===== config.mk =====
export PLATFORM = sky130hd
export DESIGN_NAME = mem_dump_unit
export DESIGN_NICKNAME = d
export VERILOG_FILES = /design/src/rtl/mem_dump_unit.sv
export SDC_FILE = /design/constraint.sdc
export NUM_CORES = 1
export LEC_CHECK = 0
export ABC_CLOCK_PERIOD_IN_PS = 2000
export BUFFER_PORTS_ARGS = -buffer_cell sky130_fd_sc_hd__buf_4
export CAP_MARGIN = 20
export CORE_ASPECT_RATIO = 2
export CORE_MARGIN = 1
export CORE_UTILIZATION = 40
export CTS_BUF_LIST = sky130_fd_sc_hd__clkbuf_8
export DETAILED_ROUTE_END_ITERATION = 6
export PLACE_DENSITY_LB_ADDON = 0.15
export SLEW_MARGIN = 40
export SYNTH_ARGS = -nofsm -noshare
export SYNTH_HDL_FRONTEND = slang
export SYNTH_SLANG_ARGS = --single-unit

===== constraint.sdc =====
create_clock -name clk -period 2 [get_ports clk]
set_input_delay 0.3 -clock clk [delete_from_list [all_inputs] [get_ports clk]]
set_output_delay 0.3 -clock clk [all_outputs]
set_load 0.02 [all_outputs]

===== src/rtl/mem_dump_unit.sv =====
// Walks data memory from address 0 to DUMP_WORDS-1 and sends each word MSB byte first to the UART.
// Optional trailing XOR checksum byte is enabled with `define MEM_DUMP_CHECKSUM_EN.
module mem_dump_unit #(
  parameter int ADDRESS_BITS = 11,
  parameter int DATA_BITS    = 16,
  parameter int DUMP_WORDS   = 2048
) (
  input  logic                    clk,
  input  logic                    rst,
  input  logic                    i_start,
  output logic                    o_mem_read,
  output logic [ADDRESS_BITS-1:0] o_mem_address,
  input  logic [DATA_BITS-1:0]    i_mem_data,
  output logic [7:0]              o_tx_data,
  output logic                    o_tx_start,
  input  logic                    i_tx_done,
  output logic                    o_busy,
  output logic                    o_done
);

  localparam int NBYTES = DATA_BITS / 8;
  localparam int IDX_W  = (NBYTES > 1) ? $clog2(NBYTES) : 1;
  localparam logic [ADDRESS_BITS-1:0] LAST_ADDR = ADDRESS_BITS'(DUMP_WORDS - 1);
  localparam logic [IDX_W-1:0]        LAST_IDX  = IDX_W'(NBYTES - 1);

`ifdef MEM_DUMP_CHECKSUM_EN
  typedef enum logic [2:0] {
    S_IDLE, S_READ, S_LATCH, S_SEND, S_WAIT_TX, S_CHK, S_CHK_WAIT, S_DONE
  } state_t;
`else
  typedef enum logic [2:0] {
    S_IDLE, S_READ, S_LATCH, S_SEND, S_WAIT_TX, S_DONE
  } state_t;
`endif

  state_t                  r_state;
  state_t                  w_next;
  logic [ADDRESS_BITS-1:0] r_addr;
  logic [DATA_BITS-1:0]    r_word;
  logic [IDX_W-1:0]        r_idx;
  logic [7:0]              w_byte;
  logic                    w_last_byte;
  logic                    w_last_word;
`ifdef MEM_DUMP_CHECKSUM_EN
  logic [7:0]              r_xor;
`endif

  assign w_last_byte   = (r_idx == LAST_IDX);
  assign w_last_word   = (r_addr == LAST_ADDR);
  assign o_mem_address = r_addr;

  // Index 0 selects the most-significant byte of the latched word.
  always_comb begin
    w_byte = 8'(r_word >> (8 * (NBYTES - 1 - int'(r_idx))));
  end

  always_comb begin
    o_tx_data = w_byte;
`ifdef MEM_DUMP_CHECKSUM_EN
    if (r_state == S_CHK || r_state == S_CHK_WAIT) o_tx_data = r_xor;
`endif
  end

  always_ff @(posedge clk) begin
    if (rst) r_state <= S_IDLE;
    else     r_state <= w_next;
  end

  always_comb begin
    w_next     = r_state;
    o_mem_read = 1'b0;
    o_tx_start = 1'b0;
    o_done     = 1'b0;
    o_busy     = (r_state != S_IDLE);
    case (r_state)
      S_IDLE:  if (i_start) w_next = S_READ;
      S_READ: begin
        o_mem_read = 1'b1;
        w_next     = S_LATCH;
      end
      S_LATCH: w_next = S_SEND;
      S_SEND: begin
        o_tx_start = 1'b1;
        w_next     = S_WAIT_TX;
      end
      S_WAIT_TX: begin
        if (i_tx_done) begin
          if (!w_last_byte)      w_next = S_SEND;
          else if (!w_last_word) w_next = S_READ;
`ifdef MEM_DUMP_CHECKSUM_EN
          else                   w_next = S_CHK;
`else
          else                   w_next = S_DONE;
`endif
        end
      end
`ifdef MEM_DUMP_CHECKSUM_EN
      S_CHK: begin
        o_tx_start = 1'b1;
        w_next     = S_CHK_WAIT;
      end
      S_CHK_WAIT: if (i_tx_done) w_next = S_DONE;
`endif
      S_DONE: begin
        o_done = 1'b1;
        w_next = S_IDLE;
      end
      default: w_next = S_IDLE;
    endcase
  end

  always_ff @(posedge clk) begin
    if (rst) begin
      r_addr <= '0;
      r_word <= '0;
      r_idx  <= '0;
`ifdef MEM_DUMP_CHECKSUM_EN
      r_xor  <= '0;
`endif
    end else begin
      case (r_state)
        S_IDLE: begin
          if (i_start) begin
            r_addr <= '0;
`ifdef MEM_DUMP_CHECKSUM_EN
            r_xor  <= '0;
`endif
          end
        end
        S_LATCH: begin
          r_word <= i_mem_data;
          r_idx  <= '0;
        end
`ifdef MEM_DUMP_CHECKSUM_EN
        S_SEND: r_xor <= r_xor ^ w_byte;
`endif
        S_WAIT_TX: begin
          if (i_tx_done) begin
            if (!w_last_byte)      r_idx  <= r_idx + IDX_W'(1);
            else if (!w_last_word) r_addr <= r_addr + ADDRESS_BITS'(1);
          end
        end
        default: ;
      endcase
    end
  end

endmodule


* Word level (Yosys, flattened, before mapping)
Index checks and enable logic that the tools add are counted.
** Word-level totals
- Bits in registers :: 31
- Latch bits :: 0
- Bits in writable memories :: 0
- Memory bits (read-only) :: 0
- Word-level logic and storage cells :: 41
- Memories :: 0
** Operators by class
- Add/sub/neg operators :: 3
- Multipliers :: 0
- Divide/modulo/power cells :: 0
- Magnitude comparators :: 0
- Eq/ne operators :: 10
- Shift operators :: 1
- Mux-type cells :: 16
- Bitwise gates (word level) :: 0
- Reductions and logical operators :: 7
** Operators by type and width (count)
- 11-bit two-way mux :: 4
- 16-bit by 32-bit >> shifter with 8-bit output :: 1
- 11-bit one-hot mux with 2 select lines :: 1
- 3-bit one-hot mux with 5 select lines :: 1
- 3-bit two-way mux :: 4
- 11-bit by 1-bit adder with 11-bit output, second input constant :: 1
- 11-bit equality test, second input constant :: 1
- 2-bit inequality test, second input constant :: 4
- 3-bit by 2-bit equality test with 1-bit output, second input constant :: 2
- 3-bit equality test, second input constant :: 2
- 1-bit two-way mux :: 5
- 5-bit AND reduction :: 1
- 2-bit AND reduction :: 2
- 2-bit nonzero test :: 2
- 3-bit by 1-bit equality test with 1-bit output, second input constant :: 1
- 3-bit logical NOT :: 1
- 3-bit nonzero test :: 1
- 1-bit one-hot mux with 2 select lines :: 1
- 1-bit by 1-bit subtractor with 2-bit output, first input constant :: 1
- 1-bit adder, second input constant :: 1

* Logic depth before layout (Yosys ltp)
- Depth in word-level cells :: 5
- Depth in mapped cells :: 6
- Gate-level depth less buffers :: 5

* Least setup slack after synthesis
OpenSTA, ideal clock, no wires.
- Path kind :: reg2reg
- Start :: register r_addr[0] (netlist: o_mem_address[0])
- End :: register r_addr[7] (netlist: o_mem_address[7])
- Arrival time :: 1765 ps
- Data required time :: 1913 ps
- Setup slack :: 148 ps
- Stages on the path, launching flop included :: 6
- Cells stage by stage :: dfxtp_1 > ha_1 > nand3_1 > nor4_2 > o311ai_0 > o31ai_1
** Between the ends
- Cells in the longest elaborated chain, start to end :: 5
** RTL lines
- start, declared :: line 38 : logic [ADDRESS_BITS-1:0] r_addr;
- start signal, assigned :: line 140 : else if (!w_last_word) r_addr <= r_addr + ADDRESS_BITS'(1);
- 11-bit by 1-bit adder with 11-bit output :: line 140
- 11-bit two-way mux :: line 140
- 11-bit two-way mux :: line 139 : if (!w_last_byte) r_idx <= r_idx + IDX_W'(1);
- 11-bit two-way mux :: line 138 : if (i_tx_done) begin
- 11-bit one-hot mux with 2 select lines :: line 121 : case (r_state)
Parallel ways exist; a longest one is shown, timed or not. The select of a mux whose other input is x is not followed.
A chain may end at the register's enable or synchronous reset.

* Worst setup path after layout
- Start :: register r_state[1]
- End :: register r_addr[9] (netlist: o_mem_address[9])
** Between the ends
- Cells in the longest elaborated chain, start to end :: 3
** RTL lines
- start, declared :: line 36 : state_t r_state;
- start signal, assigned :: line 66 : else r_state <= w_next;
- 3-bit equality test or 3-bit logical NOT (tied branches) :: line 121
- 2-bit inequality test (no source line) or 2-bit nonzero test (tied branches)
- 5-bit AND reduction (no source line)
Parallel ways exist; a longest one is shown, timed or not.

==> out/results.ini <==
[timing]
hold_violations=0
setup_viol=0
period_minus_slack_ns=1.77
tns_ns=0
slew_violations=0
tightest_slew_ns=0.472
fmax_mhz=564
finalClockSkew_ns=0.00734
fin_crit_sh_pct=88.6
fin_ws_ns=0.228
grt_setup_unrepaired=no
max-slew-margin-rel_pct=68.2
fin_hold_ws_ns=0.265

[cts]
holdBufCountCts=0
clockBufferDepth=2
clock_latency_ns=0.28
clock_sinks=31
cts_htree_levels=2
numCtsBuffers=5
cts_tree=yes
cts_setup_buffers=0
cts-root-buf=clkbuf_8
clk_pin_slew_ns=0.07
ctsResizeCount=0

[cells_and_area]
fin_area_mm2=0.00206
fillerInstances=380
nNetsFinal=257
antenna_cells=0
layout-drive-gt1-share_pct=31.6
final_common_cell=buf_4
final_cell_mix=55 x buf_4, 44 x nand2_1, 31 x dfxtp_1
syn_to_final_growth_pct=33.2

[yosys]
yosys.area.top_type=dfxtp_1
yosysSeqAreaShare_pct=40.2
avgSynthCellArea_um2=8.26
netlist_area_mm2=0.00155
synthTopCellsByArea=dfxtp_1 40%, nand2_1 11%, a21oi_1 7.4%
synthesis.instances=187
yosysUniqueCellTypes=44
ys_ff_latch=31
synth_top_area_share_pct=40.2
ys.warnings.count=0
synth.net_count=208

[global_routing]
grt.total_usage_pct=22.7
grt-ovfl-total=0
grt_pass1_vias=1590
grt_max_degree=27
antenna_found_initial=0
grt_pass1_wl_mm=7.04

[placed_design]
place.gp.congestion=0.969
dpl_worst_slack_ns=0.246
post_dp_cell_area_mm2=0.00196
dp_hpwl_mm=3.15
portBuffers=42

[setup_path]
cp_data_required_time_ns=2.20
rrSetupSlack_ns=0.23
reg2regPathDepth=4
crit_path_start_kind=flip-flop
end_kind=flip-flop
worstPathMaxFanout=12
crit_arrival_ns=1.98
worstSetupPathType=reg -> reg

[route]
dr_total_vias=1561
vias_per_cell=5.46
ant_nets=0
routed_wl_mm=4.11
drtIter0Drc=27
drc=0
firstDrtPassIters=4
post_drt_wl_per_cell_um=14.4

[run_status]
status=completed

[floorplanning]
die-area_mm2=0.00413
dieHeight_um=89.9
rows=31
die_x_um=46.0
boundaryPins=43
start_util_pct=42.4
core_mm2=0.00365

[power]
p_leak_nw=0.834
pwr-share-comb_pct=11.2
swShare_pct=23.8
pwr_density_cell_mw_per_mm2=645
vdd_drop_max_mv=0.484
seq_power_share_pct=48.3
p_int_mw=1.01
switchingPower_mw=0.316
p_clk_share_pct=40.5

[worst_hold_path]
hold_depth=3
hp-class=in -> reg

[run]
cap_violations=0

[metal layers]
layer | share of wire (%) | GRT usage, % | up-vias
li1 | - | - | 777
met1 | 35 | 22.1 | 738
met2 | 59 | 41.1 | 36
met3 | 2.6 | 4.22 | 10
met4 | 2.9 | 12.0 | 0
met5 | 0 | 0 | -
[through the flow]
stage          cells  total power, mW  util (%)
3_3_place_gp     278            0.802      53.7
6_report         286             1.33      56.5
5_1_grt          286             1.39      56.5
2_1_floorplan    187            0.738         -
4_1_cts          286             1.34      56.5
3_5_place_dp     278            0.805      53.7
[kinds of logic (layout without fill, tap and decap cells)]
logic type | count (synthesis) | count (layout) | synth area share [%]
compound gates | 49 | 49 | 20.1
fa+ha+maj | 1 | 1 | 0.810
buf+inv | 15 | 65 | 4.45
flops | 31 | 31 | 40.2
mux | 8 | 8 | 5.83
simple gates | 83 | 83 | 28.7
[worst max-delay path: stages (launching register included)]
cell and delay [ns]:
dfxtp_1 0.39, or3b_1 0.56, nor3_4 0.21, or4b_1 0.45
o21ai_0 0.09
[final timing paths]
kind	to	start
hold reg to reg	r_word[15]	r_word[15]
setup reg to reg	o_mem_address[9]	r_state[1]
setup / recovery	o_mem_address[9]	r_state[1]
hold / removal	r_word[5]	i_mem_data[5]
[synth_stat cells]
| cell | instances |
|---|---|
| nand2b_1 | 2 |
| dfxtp_1 | 31 |
| nand2_1 | 44 |
| or3b_2 | 1 |
| ha_1 | 1 |
| buf_1 | 1 |
| nor3b_1 | 2 |
| nor3_4 | 1 |
| and2_1 | 1 |
| nand3b_1 | 2 |
| nor4_1 | 1 |
| a211oi_1 | 4 |
| o2111ai_1 | 1 |
| a41oi_1 | 1 |
| or3_1 | 2 |
| nand4_1 | 3 |
| o21ai_0 | 5 |
| or4_1 | 3 |
| or2_2 | 1 |
| or4b_1 | 1 |
| mux2_2 | 8 |
| nor3b_2 | 1 |
| or3b_1 | 1 |
| a21oi_1 | 23 |
| nor4_2 | 1 |
| inv_1 | 2 |
| o311ai_0 | 4 |
| and3_1 | 4 |
| o31ai_1 | 3 |
| o41ai_1 | 1 |
| o32ai_1 | 3 |
| o31a_1 | 1 |
| clkbuf_1 | 7 |
| a21o_1 | 1 |
| o21bai_1 | 1 |
| buf_6 | 1 |
| nand3_1 | 2 |
| nor3_1 | 2 |
| nor2_1 | 4 |
| and3b_1 | 2 |
| buf_2 | 4 |
| and4_1 | 1 |
| a31oi_1 | 1 |
| and2b_1 | 1 |
[area by class of cell]
type	instances	area, um^2	share of cell area (%)
inverter	2	7.51	0.365
sequential	31	621	30.2
tap	49	61.3	2.98
multi-input combinational	141	856	41.6
timing repair buffer	55	413	20.1
clock inverter	1	3.75	0.182
clock buffer	7	96.3	4.68
[sequential cells by signal (all words and copies together), names as in the netlist]
signal	count
r_state	3
r_word	16
r_idx	1
o_mem_address	11
[power groups by stage]
stage / sequential [mW] / combinational (mW) / clock (mW)
floorplan: 0.651 / 0.0874 / 0
global placement: 0.655 / 0.147 / 0
detailed placement: 0.656 / 0.149 / 0
CTS: 0.642 / 0.149 / 0.551
global route: 0.643 / 0.163 / 0.580
finish: 0.642 / 0.149 / 0.537
No activity file was read; power rests on OpenSTA's default activity.
